## config.mk

```make
export PLATFORM = sky130hd
export DESIGN_NAME = dm_abstract_cmd
export DESIGN_NICKNAME = d
export VERILOG_FILES = /design/src/rtl/dm_abstract_cmd.sv
export SDC_FILE = /design/constraint.sdc
export NUM_CORES = 1
export LEC_CHECK = 0
export CAP_MARGIN = 20
export CORE_MARGIN = 1
export CORE_UTILIZATION = 43
export CTS_CLUSTER_DIAMETER = 50
export DETAILED_ROUTE_END_ITERATION = 10
export PLACE_DENSITY = 0.84
export SLEW_MARGIN = 10
export SYNTH_ARGS = -nofsm -noshare
export SYNTH_HDL_FRONTEND = slang
export SYNTH_SLANG_ARGS = --single-unit
```

## constraint.sdc

```tcl
create_clock -name clk -period 2 [get_ports clk]
set_clock_uncertainty 0.1 [all_clocks]
set_input_delay 0.2 -clock clk [delete_from_list [all_inputs] [get_ports clk]]
set_output_delay 0.2 -clock clk [all_outputs]
set_load 0.03 [all_outputs]
```

## src/rtl/dm_abstract_cmd.sv

```systemverilog
// dm_abstract_cmd: sequences Access Register abstract commands onto the core GPR debug port.
module dm_abstract_cmd #(
  parameter int          XLEN     = 32,
  parameter logic [15:0] GPR_BASE = 16'h1000
) (
  input  logic            clk,
  input  logic            sys_reset,
  input  logic            CmdValid,
  input  logic [31:0]     Command,
  input  logic [XLEN-1:0] Data0In,
  input  logic [2:0]      CmdErrClr,
  input  logic            DebugMode,
  input  logic [XLEN-1:0] RegOut,
  output logic            CmdBusy,
  output logic [2:0]      CmdErr,
  output logic            CmdDone,
  output logic [XLEN-1:0] Data0Out,
  output logic            Data0WrEn,
  output logic            DebugControl,
  output logic [4:0]      RegAddr,
  output logic [XLEN-1:0] RegIn,
  output logic            DebugRegWrite
);
  typedef enum logic [1:0] {IDLE, DECODE, EXEC, DONE} state_t;
  state_t          r_state;
  logic [31:0]     r_cmd;
  logic [XLEN-1:0] r_data, r_d0out;
  logic [2:0]      r_err;
  logic            r_rd_ok;
  logic [16:0]     w_off;
  logic            w_gpr, w_exec, w_rd, w_busy_err, w_unused;
  logic [2:0]      w_dec_err, w_set;
  // Offset from x0; any bit above [4:0] set means regno lies outside the GPR window.
  assign w_off      = {1'b0, r_cmd[15:0]} - {1'b0, GPR_BASE};
  assign w_gpr      = w_off[16:5] == '0;
  assign w_dec_err  = !DebugMode ? 3'd4 :
                      (r_cmd[31:24] != '0 || r_cmd[18] ||
                       (r_cmd[17] && (r_cmd[22:20] != 3'd2 || !w_gpr))) ? 3'd2 : 3'd0;
  assign w_exec     = r_state == EXEC;
  assign w_rd       = w_exec && !r_cmd[16] && DebugMode;
  assign w_set      = r_state == DECODE ? w_dec_err : (w_exec && !DebugMode) ? 3'd4 : 3'd0;
  assign w_busy_err = CmdValid && r_state != IDLE && r_err == '0;
  assign w_unused   = ^{r_cmd[23], r_cmd[19]};
  always_ff @(posedge clk) begin
    if (sys_reset) begin
      r_state <= IDLE;
      r_cmd   <= '0;
      r_data  <= '0;
      r_d0out <= '0;
      r_err   <= '0;
      r_rd_ok <= 1'b0;
    end else begin
      r_err   <= w_set != '0 ? w_set : w_busy_err ? 3'd1 : r_err & ~CmdErrClr;
      r_rd_ok <= w_rd;
      if (w_rd) r_d0out <= RegOut;
      case (r_state)
        IDLE: if (CmdValid && r_err == '0) begin
          r_cmd   <= Command;
          r_data  <= Data0In;
          r_state <= DECODE;
        end
        DECODE:  r_state <= (w_dec_err != '0 || !r_cmd[17]) ? DONE : EXEC;
        EXEC:    r_state <= DONE;
        default: r_state <= IDLE;
      endcase
    end
  end
  assign CmdBusy       = r_state != IDLE;
  assign CmdErr        = r_err;
  assign CmdDone       = r_state == DONE;
  assign Data0Out      = r_d0out;
  assign Data0WrEn     = CmdDone && r_rd_ok;
  assign DebugControl  = w_exec;
  assign RegAddr       = w_exec ? w_off[4:0] : '0;
  assign RegIn         = (w_exec && r_cmd[16]) ? r_data : '0;
  assign DebugRegWrite = w_exec && r_cmd[16] && DebugMode && w_off[4:0] != '0;
endmodule

```

== Word-level counts from Yosys, hierarchy flattened ==
Index checks and enable logic that the tools add are counted.
Word-level totals
  logic and storage cells: 53
  output and inout port bits: 77
  flip-flop bits (word level): 102
  bits of input ports: 103
Operators by class
  add/sub/neg operators: 1
  bitwise operators: 2
  eq/ne operators: 5
  reductions and logical operators: 28
  muxes and demuxes: 11
Operators by type and width (count)
  32-bit 2-to-1 mux: 1
  16-bit by 13-bit subtractor with 17-bit output (second input constant): 1
  3-bit 2-to-1 mux: 5
  12-bit logical NOT: 1
  1-bit logical AND: 11
  8-bit nonzero test: 1
  2-bit case mux with 3 select lines: 1
  3-bit nonzero test: 2
  5-bit 2-to-1 mux: 1
  5-bit nonzero test: 1
  2-bit equality test (second input constant): 2
  1-bit logical NOT: 4
  1-bit logical OR: 4
  2-bit 2-to-1 mux: 2
  3-bit bitwise AND: 1
  3-bit logical NOT: 1
  3-bit by 2-bit inequality test with 1-bit output (second input constant): 1
  3-bit inverter: 1
  2-bit by 1-bit equality test with 1-bit output (second input constant): 1
  2-bit logical NOT: 1
  2-bit inequality test (second input constant): 1
  2-bit AND reduction: 1
  2-bit nonzero test: 1
  1-bit 2-to-1 mux: 1

== Longest topological paths before layout ==
Gate-level depths: netlist of run 1.
  depth after elaboration: 12
  mapped depth: 8
  gate-level depth less buffers: 6

== Least setup slack after synthesis of run 1 ==
No wires, ideal clock.
  path type: reg-to-output
  start: register r_state[0]
  end: output DebugRegWrite
  path slack: 0.054 ns
  cell stages (with the launch flop): 6
  data required time: 1.700 ns
  arrival: 1.646 ns
  path buffers: 1
  cells stage by stage: dfxtp_1 inv_1 ha_1 clkbuf_1 nand3_1 a21oi_1
Between the ends
  longest elaborated chain between the ends: 4
Ends and longest elaborated chain
  from (decl): line 25  | state_t r_state;
  from (signal assigned): line 62  | DECODE: r_state <= (w_dec_err != '0 || !r_cmd[17]) ? DONE : EXEC;
  2-bit equality test: line 39  | assign w_exec = r_state == EXEC;
  via DebugControl: line 19  | output logic DebugControl,
  1-bit logical AND (3 in series): line 76  | assign DebugRegWrite = w_exec && r_cmd[16] && DebugMode && w_off[4:0] != '0;
  to (decl): line 22  | output logic DebugRegWrite
The timed path passes the listed nets, and every way through them passes these cells.

== Worst setup path in the final report of run 1 ==
  start: register r_state[0]
  end: output RegIn[6]
Between the ends
  longest elaborated chain between the ends: 3
Ends and longest elaborated chain
  2-bit equality test: line 39
  1-bit logical AND: line 75  | assign RegIn = (w_exec && r_cmd[16]) ? r_data : '0;
  32-bit 2-to-1 mux: line 75
  to (decl): line 21  | output logic [XLEN-1:0] RegIn,
Every way passes these cells.

==> results of run 1 <==
[state kept, by name, indices dropped and copies added, names as in the netlist]
register	flops
CmdErr	3
Data0Out	32
r_cmd	30
r_data	32
r_rd_ok	1
r_state	2
[final timing paths]
check                           cells after the start           to  slack, ps
worst min register to register                      2    r_cmd[21]        360
worst max-delay path                                5     RegIn[6]         60
worst max register to register                      7    r_data[2]        290
worst min-delay path                                2  Data0Out[3]        210
[cells by family after synthesis]
kind of cell	Yosys count
xor gates and xnor gates	1
buffers and inverters	45
and+or+nand+nor	261
muxes	1
DFF	100
AOI/OAI and AO/OA	102
adders and majority gates	6
[layer usage]
layer	vias up	GRT usage [%]	part of all wire (%)
met2	108	38.5	53
met3	8	2.46	3.7
met4	0	6.70	1.2
met5	-	0	0
met1	1843	25.7	43
li1	2001	-	-
[worst max-delay path, stage by stage, from the launching register on]
cell     delay, ps
dfxtp_2        350
inv_1          110
ha_2           270
buf_12         200
and3_1         190
buf_4          160
[layout by cell type, fill, tap and decap left out, types with 2 or more instances in the layout]
cell / instances
inv_6: 2
nand2_2: 31
inv_1: 7
nand2_1: 160
buf_4: 46
and3_1: 34
a21oi_1: 59
clkbuf_8: 9
nor2_1: 7
nand3_1: 3
nor2b_1: 2
clkdlybuf4s50_1: 134
bufinv_16: 2
ha_1: 5
clkinvlp_4: 2
dfxtp_1: 99
nor3_1: 5
nor3b_1: 2
nor4_1: 4
dlygate4sd2_1: 2
buf_12: 6
and2_1: 6
a21oi_2: 40
[cell type report]
| class | instances | share of cell area [%] |
|---|---|---|
| Clock buffer | 9 | 1.98 |
| Sequential cell | 100 | 32.0 |
| Inverter | 7 | 0.420 |
| Tap cell | 133 | 2.66 |
| Clock inverter | 7 | 1.56 |
| Timing Repair Buffer | 189 | 29.4 |
| Multi-Input combinational cell | 371 | 31.9 |
[what timing repair did]
item | CTS | global route
resized for setup | 5 | 4
hold endpoints to repair | 0 | 0
setup endpoints to repair | 38 | 59
pin swaps | 0 | 0
[stage by stage]
stage               utilization (%)  TNS, ps
floorplan                         -        0
global placement               61.5        0
detailed placement             61.5        0
CTS                            63.8        0
global route                   64.0    -59.5
finish                         64.0        0
[report_power, final]
| part | switching, µW | internal, µW |
|---|---|---|
| combinational | 1570 | 1070 |
| clock | 699 | 712 |
| sequential | 228 | 2410 |
| total | 2500 | 4190 |
==> results.py, run 1 <==
metrics = {
    "yosys": {
        "yosysMostFrequentCell": "nand2_1",
        "ys_async_sr_fraction_pct": 0,
        "synth_edf_count": 0,
        "synth_mux_area_share_pct": 0.232,
        "ys_seq_area_share_pct": 46.3,
        "synth_common_cells": "nand2_1, dfxtp_1, a21oi_1, a21oi_2, and3_1",
        "yosys_warnings": 0,
        "netlist_instances": 516,
        "netlist_area_um2": 4320,
        "synth_fa_ha_area_share_pct": 1.74,
        "synth-simple-area-share_pct": 28.4,
        "synth_top_family_by_area": "simple AND/OR/NAND/NOR gates",
        "synth-compound-area-share_pct": 15.4,
        "synth_top_area_share_pct": 46.3,
        "synth_area_leaders": "dfxtp_1, nand2_1, a21oi_2",
        "synth_top_cell_by_area": "dfxtp_1",
        "synth_ff_type": "dfxtp_1",
        "synth-seq-cells": 100,
        "synth_nets": 625,
        "synthXorXnorAreaFrac_pct": 0.203,
        "synth.avg_cell_area_um2": 8.38,
        "ys_types": 33,
    },
    "cells_and_area": {
        "final_layout_size_suffix_gt1_share_pct": 21.4,
        "instances_no_fill": 816,
        "fillCellCount": 833,
        "diodes": 0,
        "seqCellArea_um2": 2000,
        "syn_to_final_growth_pct": 44.6,
        "multi_input_area_um2": 2000,
        "final_nets": 787,
        "design_area_um2": 6250,
    },
    "place": {
        "hpwl_mm": 8.11,
        "dp.cells": 800,
        "dp_slack_ps": 91.0,
        "gp_congestion": 0.794,
        "place_area_um2": 6010,
        "place.port_buffers": 177,
    },
    "clock_tree": {
        "hold_buffers": 0,
        "cts.sinks": 100,
        "clk_pin_slew_ps": 100,
        "tritoncts": "built",
        "ctsLongestPathBuffers": 2,
        "cts_made_buffers": 9,
        "htreeDepth": 3,
        "clkLatencyLatePin_ps": 340,
        "root_buffer": "clkbuf_8",
        "postCtsSetupRepairBufs": 0,
    },
    "timing": {
        "tightest_slew_ps": 491,
        "fin_crit_sh_pct": 96.8,
        "maxSlewViolCount": 0,
        "hold_ws_ps": 212,
        "hold_viol": 0,
        "setup_viol": 0,
        "fin_ws_ps": 63.4,
        "rsz0062_at_grt": "true",
        "fmax_mhz": 516,
        "layout_min_cycle_time_ps": 1940,
        "slew_headroom_pct": 67.3,
    },
    "setup_path": {
        "cp_data_arrival_time_ps": 1640,
        "cp_max_fo": 37,
        "crit_path_end_kind": "output port",
        "startpoint": "r_state[0]",
        "critPathLaunchType": "flop",
        "crit_required_ps": 1700,
        "crit_type": "flop to output port",
        "r2r_start": "r_state[1]",
    },
    "global_route": {
        "grt_overflow": 0,
        "grt_max_degree": 42,
        "grtUsageTotal_pct": 21.1,
        "grt_pass1_wl_mm": 17.6,
        "antenna_found_initial": 0,
        "grt_pass1_vias": 3763,
    },
    "drt": {
        "routed_wl_mm": 11.2,
        "avgViaCountPerCell": 4.85,
        "drc": 0,
        "ant_nets": 0,
        "drt_pre_antenna_iters": 5,
        "drt_iter0_markers": 146,
        "vias": 3960,
        "drt-wirelength-per-cell_um": 13.7,
    },
    "floorplanning": {
        "io_pins": 180,
        "rows": 36,
        "fp.coreArea_um2": 9770,
        "dieArea_um2": 10500,
        "dieHeight_um": 102,
        "die_w_um": 102,
        "floorplan.initialDensity_pct": 44.2,
    },
    "power": {
        "power_uw": 6690,
        "ir_drop_mv": 0.619,
        "power.density_nw_per_um2": 1070,
        "power_leakage_uw": 0.00245,
    },
    "status": {
        "status": "finished clean",
    },
    "hold_path": {
        "min_path_type": "input pin to flop",
        "hold_start": "sys_reset",
    },
    "job": {
        "drv_cap": 0,
    },
}
(Power assumes the default switching activity.)
==> run 2, diff against run 1 <==
--- a/config.mk
+++ b/config.mk
@@ -10,6 +10,7 @@
 export CORE_UTILIZATION = 43
 export CTS_CLUSTER_DIAMETER = 50
 export DETAILED_ROUTE_END_ITERATION = 10
+export HOLD_SLACK_MARGIN = 0.05
 export PLACE_DENSITY = 0.84
 export SLEW_MARGIN = 10
 export SYNTH_ARGS = -nofsm -noshare
==> results of run 2 <==
Final layout, timing and power as in run 1 (identical DEF).
